$ cat src/rtl/afe_pulser_pkg.sv
// Shared definitions for the AFE pulser trigger path: sequencer state encoding
// and default timing constants.
package afe_pulser_pkg;

  typedef enum logic [1:0] {
    S_IDLE = 2'd0,
    S_HIGH = 2'd1,
    S_LOW  = 2'd2
  } seq_state_t;

  localparam int TRIG_LEN_DEF   = 4;
  localparam int MIN_PERIOD_DEF = 8;

  function automatic logic [31:0] clamp_period(input logic [31:0] period,
                                               input logic [31:0] min_period);
    return (period < min_period) ? min_period : period;
  endfunction

endpackage

$ cat src/rtl/afe_pulser_seq_if.sv
// Command/status bundle between software control and the trigger sequencer.
interface afe_pulser_seq_if;
  logic        start;
  logic        stop;
  logic [31:0] period;
  logic [15:0] n_pulses;
  logic        trig;
  logic        busy;
  logic        done;
  logic [15:0] pulse_cnt;

  modport master (
    output start, stop, period, n_pulses,
    input  trig, busy, done, pulse_cnt
  );

  modport slave (
    input  start, stop, period, n_pulses,
    output trig, busy, done, pulse_cnt
  );
endinterface

$ cat src/rtl/afe_pulser_seq.sv
// Trigger sequencer feeding afe_pulser: single shot, counted burst or
// continuous periodic train of fixed-length trig pulses.
//
// state  | meaning
// S_IDLE | waiting for start
// S_HIGH | trig high, high-time counter running
// S_LOW  | trig low, waiting for next period boundary
module afe_pulser_seq
  import afe_pulser_pkg::*;
#(
  parameter int TRIG_LEN   = TRIG_LEN_DEF,
  parameter int MIN_PERIOD = MIN_PERIOD_DEF
) (
  input logic             lclk,
  input logic             lclk_rst,
  afe_pulser_seq_if.slave bus
);

  localparam logic [3:0]  HCNT_LOAD = 4'(TRIG_LEN);
  localparam logic [31:0] MIN_P     = 32'(MIN_PERIOD);

  seq_state_t  state;
  logic        trig;
  logic        busy;
  logic        done;
  logic [15:0] pulse_cnt;
  logic [3:0]  hcnt;
  logic [31:0] pcnt;
  logic [31:0] p_eff;
  logic [15:0] n_lat;
  logic        stop_seen;

  // pcnt counts cycles since the last rising edge; p_eff >= 2*TRIG_LEN, so it
  // can only match p_eff while in S_LOW.
  always_ff @(posedge lclk) begin
    if (lclk_rst) begin
      state     <= S_IDLE;
      trig      <= 1'b0;
      busy      <= 1'b0;
      done      <= 1'b0;
      pulse_cnt <= '0;
      hcnt      <= '0;
      pcnt      <= '0;
      p_eff     <= '0;
      n_lat     <= '0;
      stop_seen <= 1'b0;
    end else begin
      done <= 1'b0;
      case (state)
        S_IDLE: begin
          if (bus.start && !bus.stop) begin
            state     <= S_HIGH;
            trig      <= 1'b1;
            busy      <= 1'b1;
            pulse_cnt <= 16'd1;
            hcnt      <= HCNT_LOAD;
            pcnt      <= 32'd1;
            p_eff     <= clamp_period(bus.period, MIN_P);
            n_lat     <= bus.n_pulses;
            stop_seen <= 1'b0;
          end
        end
        S_HIGH: begin
          pcnt <= pcnt + 32'd1;
          if (hcnt == 4'd1) begin
            trig <= 1'b0;
            if (stop_seen || bus.stop || (n_lat != 16'd0 && pulse_cnt == n_lat)) begin
              state <= S_IDLE;
              busy  <= 1'b0;
              done  <= 1'b1;
            end else begin
              state <= S_LOW;
            end
          end else begin
            hcnt <= hcnt - 4'd1;
            if (bus.stop) stop_seen <= 1'b1;
          end
        end
        S_LOW: begin
          if (bus.stop) begin
            state <= S_IDLE;
            busy  <= 1'b0;
            done  <= 1'b1;
          end else if (pcnt == p_eff) begin
            state     <= S_HIGH;
            trig      <= 1'b1;
            hcnt      <= HCNT_LOAD;
            pcnt      <= 32'd1;
            pulse_cnt <= pulse_cnt + 16'd1;
          end else begin
            pcnt <= pcnt + 32'd1;
          end
        end
        default: state <= S_IDLE;
      endcase
    end
  end

  assign bus.trig      = trig;
  assign bus.busy      = busy;
  assign bus.done      = done;
  assign bus.pulse_cnt = pulse_cnt;

endmodule

$ cat src/flat_wrapper.sv
// flat-port wrapper written by rule: the top's interface ports become plain ports
module afe_pulser_seq_flat import afe_pulser_pkg::*;
#(
  parameter int TRIG_LEN   = TRIG_LEN_DEF,
  parameter int MIN_PERIOD = MIN_PERIOD_DEF
)
  (lclk, lclk_rst, bus_start, bus_stop, bus_period, bus_n_pulses, bus_trig, bus_busy, bus_done, bus_pulse_cnt);
  afe_pulser_seq_if bus_i ();
  input logic lclk;
  input logic lclk_rst;
  input wire logic [$bits(bus_i.start)-1:0] bus_start;
  input wire logic [$bits(bus_i.stop)-1:0] bus_stop;
  input wire logic [$bits(bus_i.period)-1:0] bus_period;
  input wire logic [$bits(bus_i.n_pulses)-1:0] bus_n_pulses;
  output wire logic [$bits(bus_i.trig)-1:0] bus_trig;
  output wire logic [$bits(bus_i.busy)-1:0] bus_busy;
  output wire logic [$bits(bus_i.done)-1:0] bus_done;
  output wire logic [$bits(bus_i.pulse_cnt)-1:0] bus_pulse_cnt;
  assign bus_i.start = bus_start;
  assign bus_i.stop = bus_stop;
  assign bus_i.period = bus_period;
  assign bus_i.n_pulses = bus_n_pulses;
  assign bus_trig = bus_i.trig;
  assign bus_busy = bus_i.busy;
  assign bus_done = bus_i.done;
  assign bus_pulse_cnt = bus_i.pulse_cnt;
  afe_pulser_seq #(.TRIG_LEN(TRIG_LEN), .MIN_PERIOD(MIN_PERIOD)) u_core (.lclk(lclk), .lclk_rst(lclk_rst), .bus(bus_i));
endmodule
$ cat config.mk
export PLATFORM = sky130hd
export DESIGN_NAME = afe_pulser_seq_flat
export DESIGN_NICKNAME = d
export VERILOG_FILES = /design/src/rtl/afe_pulser_pkg.sv /design/src/rtl/afe_pulser_seq_if.sv /design/src/rtl/afe_pulser_seq.sv /design/src/flat_wrapper.sv
export SDC_FILE = /design/constraint.sdc
export NUM_CORES = 1
export LEC_CHECK = 0
export CORE_MARGIN = 2
export CORE_UTILIZATION = 40
export CTS_CLUSTER_SIZE = 40
export DETAILED_ROUTE_END_ITERATION = 8
export SKIP_LAST_GASP = 1
export SLEW_MARGIN = 20
export SYNTH_ARGS = -nofsm -noshare
export SYNTH_HDL_FRONTEND = slang
export SYNTH_SLANG_ARGS = --single-unit
$ cat constraint.sdc
create_clock -name lclk -period 3 [get_ports lclk]
set_input_delay 0.6 -clock lclk [delete_from_list [all_inputs] [get_ports lclk]]
set_output_delay 0.6 -clock lclk [all_outputs]
set_load 0.02 [all_outputs]
Word-level counts from Yosys, hierarchy flattened:

Cells that the tools add are included.

* reductions and logical operators: 18
* bitwise logic cells: 0
* $lt $le $gt $ge: 1
* $mul: 0
* eq/ne operators: 14
* multiplexer cells: 37
* div/mod/pow operators: 0
* shift-type cells: 0
* $add $sub $neg: 3

Operator list (number)
* $mux W32: 4
* $pmux W32 S3: 1
* $mux W16: 3
* $add A32 B1 Y32 const B: 1
* $eq A32 B32 Y1: 1
* $lt A32 B4 Y1 const B: 1
* $pmux W16 S2: 1
* $add A16 B1 Y16 const B: 1
* $eq A16 B16 Y1: 1
* $mux W4: 4
* $reduce_bool A16 Y1: 1
* $reduce_and A5 Y1: 3
* $mux W1: 13
* $pmux W4 S3: 1
* $mux W2: 5
* $ne A2 B1 Y1 const B: 4
* $ne A2 B2 Y1 const B: 4
* $reduce_and A4 Y1: 2
* $pmux W1 S3: 2
* $pmux W2 S3: 1
* $reduce_and A3 Y1: 2
* $eq A4 B1 Y1 const B: 1
* $pmux W1 S2: 2
* $reduce_bool A2 Y1: 2
* other kinds (10): 12

* memories: 0
* bits in read-only memories: 0
* RAM bits: 0
* bits in latches: 0
* register bits: 106
* input bits: 52

Logic depth before layout (Yosys ltp):

* depth in word-level cells: 6
* gate-level depth with buffers: 9

Worst setup path after synthesis:

OpenSTA, ideal clock, no wires.

* kind: register to register
* from: register u_core.state[0]
* to: register u_core.pcnt[15]
* data arrival time: 2.133 ns
* path buffers: 1
* data required time: 2.930 ns
* stages on the path, launching flop included: 10
* setup slack: 0.798 ns
* setup time: 0.070 ns
* cells stage by stage: dfxtp_1 -> inv_1 -> ha_1 -> nor2b_1 -> o22a_1 -> or4_1 -> clkbuf_1 -> nor4b_1 -> o22ai_1 -> a21oi_1

* longest elaborated chain between the ends: 3

Ends and longest elaborated chain
* from (decl): line afe_pulser_seq.sv:22 `seq_state_t state;`
* from (signal assigned): line afe_pulser_seq.sv:37 `state <= S_IDLE;`
* from (signal assigned): line afe_pulser_seq.sv:52 `state <= S_HIGH;`
* from (signal assigned): line afe_pulser_seq.sv:68 `state <= S_IDLE;`
* $eq A2 B2 Y1, or another cell as far along: line afe_pulser_seq.sv:49 `case (state)`
* $ne A2 B2 Y1 (no line), or another cell as far along
* $reduce_and A3 Y1 (no line)
* to (signal assigned): line afe_pulser_seq.sv:64 `pcnt <= pcnt + 32'd1;`
* to (signal assigned): line afe_pulser_seq.sv:91 `pcnt <= pcnt + 32'd1;`
* to (decl): line afe_pulser_seq.sv:28 `logic [31:0] pcnt;`

Several ways; a longest one is shown, not always the timed one.
A chain may end at the register's enable or synchronous reset.

Final worst setup path:

* from: register u_core.pcnt[13]
* to: register u_core.pulse_cnt[4], in the netlist u_core.bus.pulse_cnt[4]

* longest elaborated chain between the ends: 3

Ends and longest elaborated chain
* $eq A32 B32 Y1: line afe_pulser_seq.sv:84 `end else if (pcnt == p_eff) begin`
* $ne A2 B1 Y1 (no line)
* $reduce_and A4 Y1 (no line)
* to (signal assigned): line afe_pulser_seq.sv:89 `pulse_cnt <= pulse_cnt + 16'd1;`
* to (decl): line afe_pulser_seq.sv:26 `logic [15:0] pulse_cnt;`

No other way between the ends.

==> impl_results.rst <==
.. list-table::
   :header-rows: 1

   * - Metric
     - Value
   * - Status
     - finished clean
   * - Actual slew at the worst max-slew pin
     - 1.019 ns
   * - Library cell with the largest summed area after synthesis
     - dfxtp_1
   * - Worst clock skew on the final layout
     - 0.01006 ns
   * - Post-CTS Repair Setup Buffers
     - 0
   * - Cells taking the most area after synthesis
     - dfxtp_1 (40%), xnor2_1 (8.9%), nand2_1 (8.0%)
   * - CP endpoint kind
     - register
   * - Master of the slowest instance on the critical path
     - or4_1
   * - Number of levels in the clock H-tree
     - 3
   * - Portion of the clock cycle consumed by the worst path in the final layout
     - 84.75%
   * - Maximum vdd ir drop
     - 0.0004263 V
   * - DRC violation count after routing
     - 0
   * - Count of yosys warnings during synthesis
     - 0
   * - Mapped Area
     - 5323 sq um
   * - Most common flop cell mapped by yosys
     - dfxtp_1
   * - Type of the worst setup path
     - register to register
   * - Remaining Overflow, GRT
     - 0
   * - Pre-CTS WS
     - 0.2171 ns
   * - Crit path arrival time
     - 2.82 ns
   * - Largest delay share family, worst path
     - simple AND/OR/NAND/NOR gates
   * - Synthesized netlist net count
     - 713
   * - Number of detailed-route iterations in the first pass
     - 5
   * - Slew Limit Headroom
     - 31.67%
   * - Max Clk Rate
     - 393.3 MHz
   * - Post-detailed-routing wire length
     - 13870 microns
   * - Final Hold Vio Count
     - 0
   * - Deepest clock path buffer count
     - 2
   * - Port Buf Inserts
     - 70
   * - EDFF count, synth
     - 0
   * - Wire length of the first global-routing pass
     - 22450 microns
   * - Largest net degree at the start of global routing
     - 63
   * - Class of the tightest hold or removal check
     - register to register
   * - Post-CTS Resized
     - 0
   * - Maximum net fanout on the critical path
     - 26
   * - Unrepaired setup endpoints after global routing
     - no
   * - Final count of pins violating max slew
     - 0
   * - Top Metal Used
     - met4
   * - Fraction of registers with async set or reset after synthesis
     - 0%
   * - Antenna violations before repair
     - 0
   * - Routed met1 length
     - 6419 microns
   * - Post-DP HPWL
     - 10220 microns
   * - Vias in the first global route
     - 4488
   * - Nets@finish
     - 772
   * - Clock tree from TritonCTS
     - built
   * - Post-Synthesis Cells
     - 653
   * - Met2 wirelength from detailed routing
     - 6516 microns
   * - Sort of element at the start of the critical path
     - register
   * - Share of Yosys cell area claimed by the top area cell type
     - 39.87%
   * - Setup slack after layout
     - 0.4574 ns
   * - First-iteration detailed-routing DRC count
     - 396
   * - Yosys cell types
     - 50
   * - Number of synthesized register bits
     - 106
   * - Count of buffer and inverter cells on the critical path
     - 0
   * - Core Util, Final
     - 49.55%
   * - Layout cell share with drive strength beyond 1
     - 7.113%
   * - Weighted congestion reported at the end of routability-driven placement
     - 0.8110
   * - Count of antenna diodes in the layout
     - 0
   * - CP Data Required Time
     - 3.28 ns
   * - Post-CTS Hold Buffers
     - 0
   * - CTS Buf Count
     - 9
   * - Worst-path clk slew
     - 0.07 ns
   * - Shortest clock period the worst path allows after layout
     - 2.543 ns
   * - Starting Density
     - 40.51%
   * - Overall global routing resource usage
     - 19.82%
   * - Die outline area
     - 14250 sq um
   * - Cell Rows
     - 42
   * - Average via count per standard cell
     - 5.347
   * - Via count
     - 4775
   * - Chip Height
     - 119.4 microns
   * - Met3 wire length
     - 665 microns
   * - CTS root buf
     - clkbuf_16
   * - Maximum capacitance violations
     - 0
   * - Commonest cells in the synthesized netlist
     - nand2_1 (113), dfxtp_1 (106), a21oi_1 (63), xnor2_1 (54), nor2_1 (46)
   * - Static power due to leakage
     - 0.002184 uW
   * - Chip Width
     - 119.4 microns
   * - Sink count of the clock tree
     - 106
   * - Setup total negative slack
     - 0 ns
   * - Power per cell area
     - 557.2 nW/um^2
   * - Sequential-to-total area share from yosys stat
     - 39.87%
   * - Most frequently used cell type in the post-synthesis netlist
     - nand2_1
   * - Count of nets left with antenna violations after detail routing
     - 0
   * - Setup-violating endpoint count in the final report
     - 0
   * - Max stage delay on crit path
     - 0.58 ns
   * - Post-synthesis average cell area
     - 8.151 sq um
   * - Detail-routed net length per standard cell
     - 15.54 microns
   * - Area Overhead vs Synth
     - 22.31%
   * - IO Count
     - 71
   * - Skew-Pair Late Insertion Delay
     - 0.36 ns
   * - Cell chain of the critical path
     - xnor2_1 -> nand4_1 -> nor4_4 -> a21boi_2 -> or4_1 -> a21oi_1
   * - Core ar.
     - 13140 sq um
-- stage by stage --
stage	power, uW	cell area (sq um)	std cells	hold slack [ns]
floorplan	2144	5323	653	0.4496
global placement	2412	6202	877	0.4521
detailed placement	2434	6202	877	0.4628
CTS	3668	6510	893	0.4732
global route	3816	6510	893	0.4942
finish	3628	6510	893	0.4677
-- layer usage --
layer	up-vias	GRT usage (%)
li1	2408	-
met1	2234	26.12
met2	110	32.11
met3	23	4.646
met4	0	6.397
met5	-	0
-- cell usage in the layout (no fill, tap or decap), drive strengths merged, types with 18 or more instances in the layout --
master           n
a21oi           63
xnor2           54
nor3            18
nand3           22
nand4           23
xor2            19
dfxtp          106
nor2            46
nor4            19
clkdlybuf4s50   69
nand2          113
-- kinds of logic after synthesis --
| family | count (synthesis) | share of synthesized area (%) |
|---|---|---|
| muxes | 8 | 1.505 |
| buffers and inverters | 47 | 3.808 |
| AOI/OAI and AO/OA | 112 | 12.86 |
| and+or+nand+nor | 299 | 28.07 |
| DFF | 106 | 39.87 |
| xor gates and xnor gates | 73 | 12.01 |
| adders and majority gates | 8 | 1.881 |
-- state kept, by name, summed over array words and instances (netlist names) --
name,cells
u_core.p_eff,32
u_core.pcnt,32
u_core.bus.pulse_cnt,16
u_core.n_lat,16
u_core.hcnt,4
u_core.state,2
u_core.bus.busy,1
u_core.bus.done,1
u_core.bus.trig,1
u_core.stop_seen,1
-- path summary, 6_finish.rpt --
check	startpoint	cells after the start	to	slack (ns)
min reg2reg	u_core.p_eff[12]$_SDFFE_PP0P_	2	u_core.p_eff[12]$_SDFFE_PP0P_	0.47
min	u_core.p_eff[12]$_SDFFE_PP0P_	2	u_core.p_eff[12]$_SDFFE_PP0P_	0.47
max reg2reg	u_core.pcnt[13]$_SDFFE_PP0P_	6	u_core.bus.pulse_cnt[4]$_SDFFE_PP0P_	0.46
max	u_core.pcnt[13]$_SDFFE_PP0P_	6	u_core.bus.pulse_cnt[4]$_SDFFE_PP0P_	0.46
-- power by group --
part / switching (uW) / internal (uW)
sequential: 86.4 / 1490
combinational: 473 / 347
clock: 548 / 678
-- worst reg2reg max path, stage by stage (launching register included) --
cell      delay [ns]
dfxtp_1         0.37
xnor2_1         0.26
nand4_1         0.21
nor4_4          0.52
a21boi_2        0.36
or4_1           0.59
a21oi_1         0.15
-- area by class of cell --
| type | count | area (sq um) |
|---|---|---|
| Inverter | 11 | 41.29 |
| Sequential cell | 106 | 2122 |
| Clock inverter | 6 | 68.82 |
| Multi-Input combinational cell | 500 | 3005 |
| Fill cell | 1288 | 6628 |
| Clock buffer | 10 | 239.0 |
| Timing Repair Buffer | 84 | 813.3 |
| Tap cell | 176 | 220.2 |
Power figures use the tool's default switching activity.
